`config.mk`:
```
export PLATFORM = sky130hd
export DESIGN_NAME = mario_sound_cmd
export DESIGN_NICKNAME = d
export VERILOG_FILES = /design/src/rtl/mario_sound_cmd.sv
export SDC_FILE = /design/constraint.sdc
export NUM_CORES = 1
export LEC_CHECK = 0
export ABC_CLOCK_PERIOD_IN_PS = 2350
export CAP_MARGIN = 0
export CORE_MARGIN = 5
export CORE_UTILIZATION = 56
export DETAILED_ROUTE_END_ITERATION = 7
export PLACE_DENSITY = 0.85
export REMOVE_ABC_BUFFERS = 1
export SLEW_MARGIN = 40
export SYNTH_ARGS = -nofsm -noshare
export SYNTH_HDL_FRONTEND = slang
export SYNTH_SLANG_ARGS = --single-unit
```
`constraint.sdc`:
```
create_clock -name I_CLK_48M -period 2.35 [get_ports I_CLK_48M]
set_clock_uncertainty 0.05 [all_clocks]
set_input_delay 0.235 -clock I_CLK_48M [delete_from_list [all_inputs] [get_ports I_CLK_48M]]
set_output_delay 0.235 -clock I_CLK_48M [all_outputs]
set_load 0.02 [all_outputs]
```
`src/rtl/mario_sound_cmd.sv`:
```
// Main-CPU side of the sound link: command latch, pending IRQ with
// ack/timeout, T0/T1 one-shots and four level control bits.
module mario_sound_cmd #(
  parameter int IRQ_TIMEOUT = 4095,
  parameter int PULSE_LEN   = 64
) (
  input  logic       I_CLK_48M,
  input  logic       I_RST,
  input  logic       I_CEN_4M,
  input  logic [7:0] I_CPU_D,
  input  logic [2:0] I_CPU_A,
  input  logic       I_LATCH_WR,
  input  logic       I_CTRL_WR,
  input  logic       I_SND_ACK,
  output logic [7:0] O_SND_DATA,
  output logic [6:0] O_SND_CTRL,
  output logic       O_PENDING
);

  localparam logic [11:0] TMO  = 12'(IRQ_TIMEOUT);
  localparam logic [11:0] PLEN = 12'(PULSE_LEN);

  typedef enum logic {IDLE, PEND} state_t;

  state_t      r_state, w_state_nxt;
  logic [11:0] r_tmo, w_tmo_nxt;
  logic [2:0]  r_stb_q, r_arm;
  logic [2:0]  w_stb, w_ev;
  logic [7:0]  r_data;
  logic [5:0]  r_areg;
  logic [11:0] r_pcnt [2];
  logic [1:0]  r_os;
  logic [1:0]  w_fire;

  // A strobe only counts once it has been seen low since reset
  assign w_stb = {I_SND_ACK, I_CTRL_WR, I_LATCH_WR};
  assign w_ev  = w_stb & ~r_stb_q & r_arm;

  always_ff @(posedge I_CLK_48M or posedge I_RST) begin
    if (I_RST) begin
      r_stb_q <= '0;
      r_arm   <= '0;
    end else begin
      r_stb_q <= w_stb;
      r_arm   <= r_arm | ~w_stb;
    end
  end

  always_ff @(posedge I_CLK_48M or posedge I_RST) begin
    if (I_RST) begin
      r_state <= IDLE;
      r_tmo   <= '0;
    end else begin
      r_state <= w_state_nxt;
      r_tmo   <= w_tmo_nxt;
    end
  end

  always_comb begin
    w_state_nxt = r_state;
    w_tmo_nxt   = r_tmo;
    unique case (r_state)
      IDLE: begin
        if (w_ev[0]) begin
          w_state_nxt = PEND;
          w_tmo_nxt   = TMO;
        end
      end
      PEND: begin
        if (w_ev[0]) begin
          w_tmo_nxt = TMO;
        end else if (w_ev[2]) begin
          w_state_nxt = IDLE;
        end else if (I_CEN_4M) begin
          if (r_tmo <= 12'd1) begin
            w_state_nxt = IDLE;
            w_tmo_nxt   = '0;
          end else begin
            w_tmo_nxt = r_tmo - 12'd1;
          end
        end
      end
      default: w_state_nxt = IDLE;
    endcase
  end

  always_ff @(posedge I_CLK_48M or posedge I_RST) begin
    if (I_RST) begin
      r_data <= '0;
    end else if (w_ev[0]) begin
      r_data <= I_CPU_D;
    end
  end

  // Bits 6/7 of the addressable latch drive nothing and are not kept
  always_ff @(posedge I_CLK_48M or posedge I_RST) begin
    if (I_RST) begin
      r_areg <= '0;
    end else begin
      for (int i = 0; i < 6; i++) begin
        if (w_ev[1] && I_CPU_A == 3'(i)) begin
          r_areg[i] <= I_CPU_D[0];
        end
      end
    end
  end

  always_comb begin
    w_fire = '0;
    for (int b = 0; b < 2; b++) begin
      w_fire[b] = w_ev[1] && I_CPU_A == 3'(b) &&
                  I_CPU_D[0] && !r_areg[b];
    end
  end

  always_ff @(posedge I_CLK_48M or posedge I_RST) begin
    if (I_RST) begin
      r_pcnt[0] <= '0;
      r_pcnt[1] <= '0;
      r_os      <= '0;
    end else begin
      for (int b = 0; b < 2; b++) begin
        if (w_fire[b]) begin
          r_pcnt[b] <= PLEN;
          r_os[b]   <= 1'b1;
        end else if (I_CEN_4M && r_pcnt[b] != '0) begin
          r_pcnt[b] <= r_pcnt[b] - 12'd1;
          r_os[b]   <= (r_pcnt[b] != 12'd1);
        end
      end
    end
  end

  assign O_SND_DATA = r_data;
  assign O_SND_CTRL = {r_areg[5:2], r_os, (r_state == PEND)};
  assign O_PENDING  = (r_state == PEND);

endmodule

```
==> metrics.cfg, run 1 <==
[detailed_routing]
viasPerCell = 5.831
firstDrtPassIters = 4
num_vias = 2455
wl_um = 6483
avgRoutedWirePerCell_um = 15.40
drc = 0
drt-initial-drc-count = 194
drtAntennaViolNets = 0

[clocking]
clockBufferDepth = 2
ctsHoldBuffers = 0
cts_resized = 0
path_clk_slew_ns = 0.06
cts_tree = yes
clk-insertion-delay-late_ns = 0.35
cts_max_level = 3
numCtsBuffers = 9
postCtsSetupBuffers = 0
cts_root_buf = clkbuf_8
cts_sinks = 59

[critical_path]
crit_path_start = r_tmo[4]$_DFFE_PP0P_
critical_path.startpoint_type = register
reg2reg_from = r_tmo[4]$_DFFE_PP0P_
crit_required_ns = 2.56
cp_data_arrival_time_ns = 2.31
ff2ff_path_depth = 4
critical_path_class = register to register
reg2reg_slack_ns = 0.25
worstPathMaxFanout = 7
endpoint_kind = register
timing.rr.end = r_tmo[9]$_DFFE_PP0P_
endpoint = r_tmo[9]$_DFFE_PP0P_

[sta]
slew_viol_final = 0
fin_crit_sh_pct = 89.32
rsz0062_at_grt = false
fin_setup_tns_ns = 0
fin_crit_ns = 2.099
finalSetupViolations = 0
timing.slew.headroom_pct = 56.52
worstMarginPinSlew_ns = 0.6513
fmax_mhz = 476.4
hold_viol_final = 0

[synth]
yosysUniqueCellTypes = 54
syn_area_mm2 = 0.003024
yosysWarnings = 0
yosys.area.top_type_share_pct = 48.82
synth_commonest_cells = 59 x dfrtp_1, 40 x nand2_1, 27 x nor2_1
synth-seq-area-share_pct = 48.82
syn_inst = 307
synth_most_common_cell = dfrtp_1
synthArstFlopShare_pct = 100.0
yosysTopAreaCell = dfrtp_1
synthTopCellsByArea = dfrtp_1 49%, nand2_1 5.0%, xnor2_1 3.5%, nor2_1 3.4%, ha_1 3.3%
synth_edf_count = 0
synth-seq-cells = 59
avgSynthCellArea_um2 = 9.851
ys.flop_type = dfrtp_1

[grt]
grt_max_degree = 34
groute.usage.overall_pct = 20.40
overflow = 0
antenna_found_initial = 0
grt_pass1_wl_um = 11530
grt_pass1_vias = 2391

[placement]
io_buffers = 32
place_area_mm2 = 0.003441
dp_hpwl_um = 4486
place.gp.congestion = 0.8079

[die]
ios = 33
initial_core_util_pct = 58.47
fp.dieW_um = 83.49
die_h_um = 83.49
rows = 26
die_area_mm2 = 0.006970
core_mm2 = 0.005172

[min_path]
hp-class = input pin to async pin

[cells_and_area]
n_antenna_cell = 0
area.growth.synth_to_final_pct = 19.49
fin_area_mm2 = 0.003613
final_nets = 371
drive_above_1_share_pct = 13.39

[job]
maxCapViolCount = 0

[power]
ir_drop_v = 0.0006763
p_leak_nw = 1.436
p_total_mw = 3.417
power.density_mw_per_mm2 = 945.7

[status]
outcome = finished, final reports clean

-- per-layer routing --
layer | wire length [um] | vias up | GRT usage [%]
li1 | - | 1187 | -
met3 | 200 | 9 | 4.146
met5 | 0 | - | 0
met2 | 3225 | 47 | 31.56
met4 | 106 | 0 | 9.064
met1 | 2951 | 1212 | 27.78
-- report_power, final --
group	switching, mW	internal, mW
sequential	0.279	1.26
clock	0.388	0.438
combinational	0.551	0.498
total	1.22	2.20
-- cell families after synthesis --
family	share of synthesized area, %
simple gates	23.83
buf+inv	4.344
xor+xnor	3.765
mux	2.565
flops	48.82
compound gates	13.36
fa+ha+maj	3.310
-- registers in the layout, indices dropped and copies added (netlist names) --
signal,flops
r_pcnt,24
O_SND_DATA,8
r_areg,6
r_stb_q,3
r_tmo,12
r_arm,3
O_PENDING,1
r_os,2
-- layout make-up --
type | instances | area, um^2
Timing Repair Buffer | 46 | 425.4
Fill cell | 372 | 1559
Clock inverter | 2 | 10.01
Tap cell | 70 | 87.58
Sequential cell | 59 | 1476
Inverter | 8 | 30.03
Multi-Input combinational cell | 222 | 1421
Clock buffer | 14 | 162.7
-- critical path, stage by stage (launching register included) --
cell and delay, ns:
dfrtp_1 0.43, or4_4 0.53, or2_2 0.30, or4b_2 0.61
nand3_1 0.10
-- layout by cell type (no fill, tap or decap), types with 6 or more instances in the layout --
cell type,netlist,layout
clkdlybuf4s50_1,0,32
clkbuf_8,1,11
or3_1,6,6
ha_1,8,8
o31ai_1,7,7
xnor2_1,12,12
o21ai_0,13,13
buf_4,6,14
dfrtp_1,59,59
nand2_1,40,40
inv_1,8,7
mux2_2,6,6
nor2_1,27,27
a21oi_1,15,15
nand3_1,8,8
-- worst min-delay path by stage --
stage,end,slack (ns)
2_1_floorplan,r_stb_q[0]$_DFF_PP0_,0.22
3_3_place_gp,r_arm[2]$_DFF_PP0_,0.40
3_5_place_dp,r_arm[2]$_DFF_PP0_,0.41
4_1_cts,r_pcnt[11]$_DFFE_PP0P_,0.27
5_1_grt,r_pcnt[11]$_DFFE_PP0P_,0.31
6_report,r_pcnt[11]$_DFFE_PP0P_,0.25
-- metrics by stage --
stage	std cells	util [%]	hold slack, ns	setup slack [ns]
global placement	405	66.42	0.3999	0.1441
global route	421	69.86	0.3130	0.1748
finish	421	69.86	0.2514	0.2510
CTS	421	69.86	0.2651	0.2544
floorplan	289	-	0.2164	0.2285
detailed placement	405	66.52	0.4108	0.1030
Note: power is estimated with default switching activity, not from simulation.
==> inputs of run 2 (changes only) <==
CAP_MARGIN = default   (was 0)
==> results of run 2 <==
The final DEF is identical to that of run 1; final timing and power are the same.
